### src/rtl/channel_strip_pkg.sv
// channel_strip_pkg: shared states, defaults and button map for the channel-strip front panel
package channel_strip_pkg;
  typedef enum logic [2:0] {IDLE, DEBOUNCE, APPLY, WAIT_ACK, WAIT_RELEASE} ctrl_state_t;
  localparam int BTN_W = 16;
  localparam int SEL_W = 3;
  localparam logic [SEL_W-1:0] FREQ_DEFAULT = 3'd5;
  localparam logic [SEL_W-1:0] LP_DEFAULT = 3'd0;
  localparam logic [SEL_W-1:0] HP_DEFAULT = 3'd0;
  localparam int FREQ_BTN_BASE = 0;
  localparam int LP_BTN_BASE = 8;
  localparam int HP_BTN_BASE = 12;
  localparam logic [BTN_W-1:0] ALL_RELEASED = '1;
  function automatic logic [3:0] low_index(input logic [BTN_W-1:0] v);
    logic [3:0] idx;
    idx = '0;
    for (int k = 0; k < BTN_W; k++) if (!v[k]) idx = 4'(k);
    return idx;
  endfunction
endpackage

### src/rtl/button_sync.sv
// button_sync: two-flop synchroniser whose flops reset to all-ones (buttons released)
module button_sync #(
  parameter int W = 16
) (
  input  logic         clk,
  input  logic         reset_n,
  input  logic [W-1:0] d,
  output logic [W-1:0] q
);
  logic [W-1:0] s1;
  // shift raw inputs through two flops to settle metastability
  always_ff @(posedge clk) begin
    if (!reset_n) begin
      s1 <= '1;
      q <= '1;
    end else begin
      s1 <= d;
      q <= s1;
    end
  end
endmodule

### src/rtl/button_select_ctrl.sv
// button_select_ctrl: debounces panel buttons, decodes one press and hands the new selection to the coefficient loader
module button_select_ctrl
  import channel_strip_pkg::*;
#(
  parameter int DEBOUNCE_CYCLES = 480000,
  parameter int CNT_W = $clog2(DEBOUNCE_CYCLES)
) (
  input  logic             clk,
  input  logic             reset_n,
  input  logic [BTN_W-1:0] buttons,
  output logic [SEL_W-1:0] freqSelect,
  output logic [SEL_W-1:0] lowpassSelect,
  output logic [SEL_W-1:0] highpassSelect,
  output logic             cfgValid,
  input  logic             cfgReady
);
  localparam logic [CNT_W-1:0] LAST = CNT_W'(DEBOUNCE_CYCLES - 1);
  ctrl_state_t state, state_n;
  logic [BTN_W-1:0] sv, pv, pv_n;
  logic [CNT_W-1:0] cnt, cnt_n;
  logic [SEL_W-1:0] freq_n, lp_n, hp_n;
  logic valid_n, changed;
  logic [3:0] idx;
  button_sync #(.W(BTN_W)) u_sync (
    .clk(clk),
    .reset_n(reset_n),
    .d(buttons),
    .q(sv)
  );
  assign idx = low_index(pv);
  // register FSM state, latched pattern, counter, selections and handshake
  always_ff @(posedge clk) begin
    if (!reset_n) begin
      state <= IDLE;
      pv <= ALL_RELEASED;
      cnt <= '0;
      freqSelect <= FREQ_DEFAULT;
      lowpassSelect <= LP_DEFAULT;
      highpassSelect <= HP_DEFAULT;
      cfgValid <= 1'b0;
    end else begin
      state <= state_n;
      pv <= pv_n;
      cnt <= cnt_n;
      freqSelect <= freq_n;
      lowpassSelect <= lp_n;
      highpassSelect <= hp_n;
      cfgValid <= valid_n;
    end
  end
  // next-state, decode and handshake sequencing; counter clears on every state change
  always_comb begin
    state_n = state;
    pv_n = pv;
    cnt_n = cnt;
    freq_n = freqSelect;
    lp_n = lowpassSelect;
    hp_n = highpassSelect;
    valid_n = cfgValid;
    changed = 1'b0;
    case (state)
      IDLE: if (sv != ALL_RELEASED) begin
        pv_n = sv;
        state_n = DEBOUNCE;
      end
      DEBOUNCE: begin
        if (sv != pv) state_n = IDLE;
        else if (cnt == LAST) state_n = APPLY;
        else cnt_n = cnt + 1'b1;
      end
      APPLY: begin
        if ($countones(~pv) > 1) begin
          freq_n = FREQ_DEFAULT;
          lp_n = LP_DEFAULT;
          hp_n = HP_DEFAULT;
        end else if (int'(idx) < LP_BTN_BASE) freq_n = SEL_W'(int'(idx) - FREQ_BTN_BASE);
        else if (int'(idx) < HP_BTN_BASE) lp_n = {1'b0, 2'(int'(idx) - LP_BTN_BASE)};
        else hp_n = {1'b0, 2'(int'(idx) - HP_BTN_BASE)};
        changed = {freq_n, lp_n, hp_n} != {freqSelect, lowpassSelect, highpassSelect};
        valid_n = changed;
        state_n = changed ? WAIT_ACK : WAIT_RELEASE;
      end
      WAIT_ACK: if (cfgReady) begin
        valid_n = 1'b0;
        state_n = WAIT_RELEASE;
      end
      WAIT_RELEASE: begin
        if (sv != ALL_RELEASED) cnt_n = '0;
        else if (cnt == LAST) state_n = IDLE;
        else cnt_n = cnt + 1'b1;
      end
      default: state_n = IDLE;
    endcase
    if (state_n != state) cnt_n = '0;
  end
endmodule

### config.mk
export PLATFORM = sky130hd
export DESIGN_NAME = button_select_ctrl
export DESIGN_NICKNAME = d
export VERILOG_FILES = /design/src/rtl/channel_strip_pkg.sv /design/src/rtl/button_sync.sv /design/src/rtl/button_select_ctrl.sv
export SDC_FILE = /design/constraint.sdc
export NUM_CORES = 1
export LEC_CHECK = 0
export CORE_UTILIZATION = 46
export CTS_CLUSTER_SIZE = 30
export DETAILED_ROUTE_END_ITERATION = 10
export GPL_ROUTABILITY_DRIVEN = 0
export SETUP_SLACK_MARGIN = 0.4
export SYNTH_ARGS = -nofsm -noshare
export SYNTH_HDL_FRONTEND = slang
export SYNTH_SLANG_ARGS = --single-unit
### constraint.sdc
create_clock -name clk -period 6 [get_ports clk]
set_input_delay 1.5 -clock clk [delete_from_list [all_inputs] [get_ports clk]]
set_output_delay 1.5 -clock clk [all_outputs]
set_load 0.02 [all_outputs]
======== Word-level counts from Yosys, hierarchy flattened ========
Cells that the tools add are included.
cells by class
  $add $sub $neg .......................... 18
  multiply operators ...................... 0
  divide/modulo/power cells ............... 0
  magnitude comparators ................... 3
  equal/unequal tests ..................... 11
  shifts and indexed selects .............. 0
  mux-type cells .......................... 40
  bitwise operators ....................... 2
  reductions and logical operators ........ 7
operator list
  operator                                                                         count
  19-bit 2-to-1 mux                                                                3
  4-bit 2-to-1 mux                                                                 14
  3-bit 2-to-1 mux                                                                 18
  19-bit one-hot mux with 2 select lines                                           1
  19-bit by 1-bit adder with 19-bit output, second input constant                  1
  19-bit equality test, second input constant                                      1
  1-bit by 1-bit adder with 2-bit output                                           8
  16-bit != test                                                                   1
  16-bit != test, second input constant                                            1
  16-bit inverter                                                                  1
  3-bit one-hot mux with 5 select lines                                            1
  2-bit by 2-bit adder with 3-bit output                                           4
  9-bit != test                                                                    1
  3-bit by 3-bit adder with 4-bit output                                           2
  4-bit < comparator, second input constant                                        2
  3-bit by 2-bit equality test with 1-bit output, second input constant            2
  2-bit AND reduction                                                              3
  4-bit by 4-bit adder with 5-bit output                                           1
  5-bit by 1-bit greater-than comparator with 1-bit output, second input constant  1
  2-bit != test, second input constant                                             2
  2-bit nonzero test                                                               2
  2-bit by 1-bit subtractor with 2-bit output, second input constant               2
  3-bit by 1-bit equality test with 1-bit output, second input constant            1
  3-bit equality test, second input constant                                       1
  6 further kinds                                                                  7
storage, ports and cells
  bits in registers ....................... 80
  bits in latches ......................... 0
  RAM bits ................................ 0
  memory bits (read-only) ................. 0
  input bits .............................. 19
  word-level logic and storage cells ...... 90
  memories ................................ 0

======== Logic depth before layout (Yosys ltp) ========
Gate-level depths: netlist of run 1.
  depth in word-level cells ............... 25
  depth in mapped cells ................... 18
  depth with buffers taken out ............ 15

======== Hierarchy ========
A second synthesis of run 1 with hierarchy kept.
second synthesis, totals
  cell total of the unflattened synthesis .. 465
  area total of the unflattened synthesis .. 3990.1 um^2
modules (own cells, without submodules)
  module              instances  cells each  area an instance (um^2)  seq. area each (um^2)
  button_select_ctrl  1          398         3133.0                   960.9
  button_sync         1          67          857.1                    640.6

======== Worst setup path after synthesis of run 1 ========
OpenSTA, ideal clock, no wires.
  path type ............................... register to register
  start ................................... register pv[5]
  end ..................................... register cnt[3]
  arrival ................................. 4.841 ns
  required time ........................... 5.880 ns
  path slack .............................. 1.039 ns
  cell stages (with the launch flop) ...... 17
  buffers on the path ..................... 2
  period minus slack after synthesis ...... 4.961 ns
  path through ............................ dfxtp_1 inv_1 fa_1 fa_1 fa_1 fa_1 ha_1 inv_1 fa_1 or3b_1 buf_2 a211o_1 a221oi_1 nand3_2 o21ai_4 buf_6 nor4b_2
between the ends
  cells in the longest elaborated chain, start to end .. 21
  elaborated cells between the ends (all ways) .. 41
  classes of those cells .................. add/sub: 6; order compare: 3; eq/ne: 4; mux: 25; bitwise: 1; reduce/logical: 2
RTL lines
  element                                                                                          RTL line                  source
  start: declaration                                                                               button_select_ctrl.sv:19  logic [BTN_W-1:0] sv, pv, pv_n;
  start signal: assignment                                                                         button_select_ctrl.sv:43  pv <= pv_n;
  parallel branches: the longest is 21 deep, another holds 4-bit by 4-bit adder with 5-bit output  -
  end signal: assignment                                                                           button_select_ctrl.sv:44  cnt <= cnt_n;
  end: declaration                                                                                 button_select_ctrl.sv:20  logic [CNT_W-1:0] cnt, cnt_n;
Parallel ways; which one is timed is not known. The select of a mux whose other input is x is not followed.
A chain may end at the register's enable or synchronous reset.

======== Worst setup path after layout of run 1 ========
  start ................................... register pv[9]
  end ..................................... register cnt[4]
between the ends
  cells in the longest elaborated chain, start to end .. 17
  elaborated cells between the ends (all ways) .. 37
  classes of those cells .................. add/sub: 6; order compare: 3; eq/ne: 4; mux: 21; bitwise: 1; reduce/logical: 2
RTL lines
  element
  parallel branches: the longest is 17 deep, another holds 4-bit by 4-bit adder with 5-bit output
Parallel ways; which one is timed is not known. The select of a mux whose other input is x is not followed.

==> results.yml, run 1 <==
yosys:
  avgSynthCellArea_um2: 9.278
  synthTopCellsByArea: "dfxtp_1 (37%), nor4b_2 (5.5%), nand2b_1 (5.0%)"
  syn_area_um2: 4379
  synth_top_area_share_pct: 36.57
  yosysWarnings: 0
  synth_top_area_cell: "dfxtp_1"
  synth_edf_count: 0
  dominantRegCellSynth: "dfxtp_1"
  ys_seq_elements: 80
  yosysSeqAreaShare_pct: 36.57
  yosys.cell_types.count: 76
  synthArstFlopShare_pct: 0
  synthCells: 472
  synth_nets: 507
power:
  pwr-share-comb_pct: 40.9
  intPower_mw: 1.081
  peakVddDrop_mv: 0.1639
  switching_power_mw: 0.6869
  p_total_mw: 1.768
  clockPowerShare_pct: 26.0
  power.share.sequential_pct: 33.1
  total_leakage_power_nw: 1.831
  switching_share_pct: 38.85
  power_density_nw_per_um2: 358.7
route:
  drtIter0Drc: 121
  vias_per_cell: 5.518
  ant_nets: 0
  vias: 3432
  drt_pass1_iterations: 4
  drcViolationCount: 0
  wl_per_cell_um: 15.10
  wl_um: 9393
place:
  hpwl_um: 6789
  placed_area_um2: 4696
  io_buffers: 28
clocking:
  cts.repair.resized: 0
  cts_buffers: 9
  cts.sinks: 80
  htreeDepth: 3
  postCtsSetupBuffers: 0
  cts-root-buf: "clkbuf_8"
  clk_latency_ps: 350
  cts_buffer_depth: 2
  cts.clk_slew.worst_paths_ps: 90
  cts_tree: "built"
  holdBufCountCts: 0
global_routing:
  grt_pass1_vias: 3263
  overflow: 0
  grt_max_degree: 62
  grt_use_total_pct: 20.23
  grt_first_pass_wirelength_um: 15860
  antenna_found_initial: 0
sta:
  timing.fmax_mhz: 188.3
  hold_viol_final: 0
  clock_skew_ps: 14.50
  period_share_pct: 88.50
  slew_headroom_pct: 38.38
  rsz0062_at_grt: "no"
  maxSlewViolCount: 0
  setup_violations: 0
  tightest_slew_ps: 915.8
  fin_hold_ws_ps: 408.3
  min_period_ps: 5310
  tns_ps: 0
setup_path:
  path_class: "reg2reg"
  cp-end-kind: "flop"
  arrival_ps: 5540
  path_cells: "inv_1, fa_1, fa_1, fa_1, fa_1, ha_1, inv_1, fa_1, or3b_1, a211o_1, a221oi_1, nand3_2, o21ai_4, buf_4, nor4b_2"
  critical_path.most_common_cell: "fa_1"
  cp_max_fo: 19
  cpPeakStageDelay_ps: 530
  worst_path_max_delay_cell: "fa_1"
  worstPathRequired_ps: 6230
  critPathTopFamily: "adder cells"
  path_buf_inv: 3
  startpoint_type: "flop"
floorplanning:
  die_h_um: 99.57
  start_util_pct: 47.39
  dieArea_um2: 9914
  rows: 35
  fp.coreArea_um2: 9240
  io_pins: 29
  die_w_um: 99.57
job:
  max_cap_viol_count: 0
layout:
  final_cell_mix: "dfxtp_1 (80), nand2_1 (53), nand2b_1 (35)"
  stdcell_area_um2: 4930
  diodes: 0
  final_common_cell: "dfxtp_1"
  syn2layout_area_growth_pct: 12.57
  final_core_util_pct: 53.35
  fin_nets: 523
  drive_gt1_share_pct: 12.58
  fillers: 847
worst_hold_path:
  hold_class: "reg2reg"
status:
  outcome: "completed"
path summary, 6_finish.rpt:
check                               start  slack (ps)  depth (start not counted)                      to
setup / recovery       pv[9]$_SDFFE_PN1P_         690                         15     cnt[4]$_SDFFE_PP0P_
setup reg to reg       pv[9]$_SDFFE_PN1P_         690                         15     cnt[4]$_SDFFE_PP0P_
hold reg to reg   u_sync.s1[9]$_SDFF_PN1_         410                          1  u_sync.q[9]$_SDFF_PN1_
hold / removal    u_sync.s1[9]$_SDFF_PN1_         410                          1  u_sync.q[9]$_SDFF_PN1_
flip-flops by register name, summed over array words and instances (netlist names):
register	count
cnt	19
pv	16
u_sync.q	16
u_sync.s1	16
freqSelect	3
highpassSelect	3
lowpassSelect	3
state	3
cfgValid	1
per-layer routing:
layer / GRT usage (%) / up-vias / routed length (um)
li1: - / 1702 / -
met4: 8.710 / 0 / 188
met3: 2.741 / 16 / 378
met5: 0 / - / 0
met1: 27.35 / 1626 / 4523
met2: 32.43 / 88 / 4301
synthesized netlist by cell type, types with 2 or more instances:
cell and number:
nand2_1 53, dfxtp_1 80, a311o_1 2, nor3_1 9
xnor2_1 20, o21ai_0 13, nand3_1 21, a31oi_1 3
inv_1 23, nand3b_1 2, buf_6 5, and3_1 5
mux2i_1 2, nor3_2 3, o31ai_1 2, clkbuf_1 14
a22oi_1 2, o22ai_1 2, buf_4 3, nand4_1 13
nor2b_1 7, and2_1 5, a21oi_1 7, and4b_1 2
nand2b_1 35, a31o_2 2, a21o_1 3, fa_1 10
buf_2 5, nor4_1 13, o211ai_1 7, ha_1 6
nor2_1 16, and4_1 2, xor2_1 13, nor4b_1 6
nor4b_2 16, o21a_1 2
cells by family (layout without fill, tap and decap cells):
logic type / Yosys count / after routing / synth area share [%]
simple gates: 222 / 222 / 32.11
mux: 3 / 3 / 0.7143
fa+ha+maj: 16 / 16 / 6.286
xor+xnor: 33 / 33 / 6.600
buf+inv: 51 / 72 / 5.628
flops: 80 / 80 / 36.57
compound gates: 67 / 67 / 12.09
power groups by stage:
stage / clock network (mW) / logic (mW) / registers [mW]
3_3_place_gp: 0 / 0.699 / 0.597
5_1_grt: 0.492 / 0.796 / 0.590
3_5_place_dp: 0 / 0.717 / 0.598
6_report: 0.459 / 0.723 / 0.586
4_1_cts: 0.472 / 0.719 / 0.586
2_1_floorplan: 0 / 0.603 / 0.581
metrics by stage:
stage | worst slack (ps) | instances
floorplan | 1039 | 472
global placement | 837.2 | 606
detailed placement | 701.1 | 606
CTS | 693.9 | 622
global route | 487.1 | 622
finish | 690.1 | 622
final cells by class:
class / instances / area [um2] / area share, %
clock buffer: 9 / 123.9 / 2.513
timing repair buffer: 32 / 305.3 / 6.193
multi-input combinational: 341 / 2537 / 51.47
inverter: 24 / 90.09 / 1.827
sequential: 80 / 1602 / 32.49
clock inverter: 7 / 110.1 / 2.234
tap: 129 / 161.4 / 3.274
(Power assumes the default switching activity.)
==> run 2, diff against run 1 <==
- PLACE_DENSITY: not set -> 0.65
- SYNTH_HIERARCHICAL: not set -> 1
==> run 2 against run 1 <==
Effect of this change:
- hold slack worse by 1.2 ps
- critical endpoint is now state[0]$_SDFF_PN0_
- largest cell class unchanged
- setup slack better by 43 ps
- total power rose by 32%
- maximum frequency is 0.82% higher
==> results.yml, run 2 <==
sta:
  maxSlewViolCount: 0
  setup_violations: 0
  clock_skew_ps: 14.32
  min_period_ps: 5267
  slew_headroom_pct: 26.43
  fin_hold_ws_ps: 407.1
  tightest_slew_ps: 1101
  rsz0062_at_grt: "no"
  tns_ps: 0
  timing.fmax_mhz: 189.9
  period_share_pct: 87.78
  hold_viol_final: 0
setup_path:
  reg2reg_slack_ps: 730
  worstPathRequired_ps: 6240
  cp_max_fo: 9
  rr_worst_depth: 14
  startpoint_type: "flop"
  path_class: "reg2reg"
  cp-end-kind: "flop"
  r2r_start: "pv[11]$_SDFFE_PN1P_"
  arrival_ps: 5510
  r2r_end: "state[0]$_SDFF_PN0_"
yosys:
  yosysSeqAreaShare_pct: 40.14
  avgSynthCellArea_um2: 8.581
  yosysWarnings: 6
  synth_nets: 500
  ys_top_cells_by_count: "dfxtp_1 (80), nand2_1 (50), nor2_1 (43)"
  yosys.cell_types.count: 63
  ys_seq_elements: 80
  synth_edf_count: 0
  dominantRegCellSynth: "dfxtp_1"
  synth_top_area_cell: "dfxtp_1"
  synthCells: 465
  synth.most_common_cell: "dfxtp_1"
  synthArstFlopShare_pct: 0
  synthTopCellsByArea: "dfxtp_1 (40%), nand2b_1 (6.0%), xnor2_1 (5.5%)"
  synth_top_area_share_pct: 40.14
  syn_area_um2: 3990
layout:
  final_common_cell: "dfxtp_1"
  final_cell_mix: "dfxtp_1 (80), nand2_1 (50), nor2_1 (43)"
  fillers: 767
  drive_gt1_share_pct: 5.466
  top_register: "cnt"
  syn2layout_area_growth_pct: 15.18
  diodes: 0
  stdcell_area_um2: 4596
  largest_reg_flops: 19
  fin_nets: 524
power:
  peakVddDrop_mv: 0.2733
  power_density_nw_per_um2: 507.8
  total_leakage_power_nw: 1.809
route:
  ant_nets: 0
  vias_per_cell: 5.653
  drcViolationCount: 0
  drt_pass1_iterations: 5
  vias: 3386
  drtIter0Drc: 214
  wl_um: 8562
  wl_per_cell_um: 14.29
worst_hold_path:
  hold_class: "reg2reg"
  min_from: "u_sync/s1[13]$_SDFF_PN1_"
  hold_depth: 1
  hold_end: "u_sync/q[13]$_SDFF_PN1_"
floorplanning:
  die_w_um: 95.14
  io_pins: 29
  fp.coreArea_um2: 8299
  start_util_pct: 48.08
  rows: 33
  die_h_um: 95.14
  dieArea_um2: 9051
clocking:
  cts_buffers: 9
  cts.repair.resized: 0
  cts.sinks: 80
  cts.clk_slew.worst_paths_ps: 80
  cts_tree: "built"
  holdBufCountCts: 0
  postCtsSetupBuffers: 0
  cts-root-buf: "clkbuf_8"
  htreeDepth: 3
  clk_latency_ps: 360
  cts_buffer_depth: 2
global_routing:
  antenna_found_initial: 0
  grt_pass1_vias: 3008
  overflow: 0
  grt_max_degree: 60
  grt_first_pass_wirelength_um: 14410
  grt_use_total_pct: 20.36
place:
  hpwl_um: 6196
  io_buffers: 28
  placed_area_um2: 4345
status:
  outcome: "completed"
job:
  max_cap_viol_count: 0
-- run 2: cell type report --
class	count	area, um2	share of cell area, %
Clock buffer	9	123.9	2.695
Clock inverter	7	126.4	2.750
Inverter	22	82.58	1.797
Multi-Input combinational cell	345	2232	48.57
Sequential cell	80	1602	34.85
Tap cell	105	131.4	2.859
Timing Repair Buffer	31	297.8	6.480
-- run 2: worst max path at each step --
| stage | startpoint | endpoint | slack, ps |
|---|---|---|---|
| final | pv[11]$_SDFFE_PN1P_ | state[0]$_SDFF_PN0_ | 730 |
| after global routing | pv[5]$_SDFFE_PN1P_ | state[0]$_SDFF_PN0_ | 440 |
| after CTS | pv[5]$_SDFFE_PN1P_ | state[0]$_SDFF_PN0_ | 840 |
| after detailed placement | pv[5]$_SDFFE_PN1P_ | state[0]$_SDFF_PN0_ | 860 |
| after global placement | pv[11]$_SDFFE_PN1P_ | state[0]$_SDFF_PN0_ | 1040 |
| after floorplan | pv[5]$_SDFFE_PN1P_ | state[0]$_SDFF_PN0_ | 1240 |
-- run 2: logic make-up (layout without fill, tap and decap cells) --
logic type / count (synthesis) / after routing / synth area share, %
AOI/OAI and AO/OA: 84 / 84 / 14.49
xor gates and xnor gates: 28 / 28 / 6.334
adders and majority gates: 16 / 16 / 6.899
buffers and inverters: 40 / 69 / 4.076
DFF: 80 / 80 / 40.14
muxes: 1 / 1 / 0.2509
and+or+nand+nor: 216 / 216 / 27.81
-- run 2: through the flow --
step	setup slack [ps]	std cells	power [mW]	utilization (%)
2_1_floorplan	1244	465	1.559	-
3_5_place_dp	861.7	583	1.817	52.36
4_1_cts	839.4	599	2.310	55.37
6_report	733.0	599	2.334	55.37
5_1_grt	437.7	599	2.518	55.37
3_3_place_gp	1037	583	1.778	52.36
-- run 2: layer usage --
| metal | GRT usage, % | wire length (um) | share of wire [%] |
|---|---|---|---|
| met5 | 0 | 0 | 0 |
| met4 | 8.081 | 149 | 1.7 |
| met3 | 3.987 | 504 | 5.9 |
| met2 | 31.01 | 3774 | 44 |
| met1 | 28.19 | 4134 | 48 |
-- run 2: critical path, stage by stage, from the launching register on --
cell	delay [ps]
dfxtp_1	560
fa_1	480
fa_1	500
inv_1	50
fa_1	460
fa_1	500
ha_1	160
inv_1	50
fa_1	480
nor3b_1	400
nand2_1	290
nor4_1	360
o2111ai_1	210
or2_1	300
o41a_1	370
-- run 2: power by group --
group	leakage [nW]	switching (mW)	internal, mW
clock	0.122	0.207	0.282
combinational	1.03	0.734	0.473
sequential	0.656	0.0658	0.572
total	1.81	1.01	1.33
==> run 3, diff against run 2 <==
- ABC_CLOCK_PERIOD_IN_PS: not set -> 6000
==> results of run 3 <==
No change in the layout: final DEF, timing and power equal those of run 2.
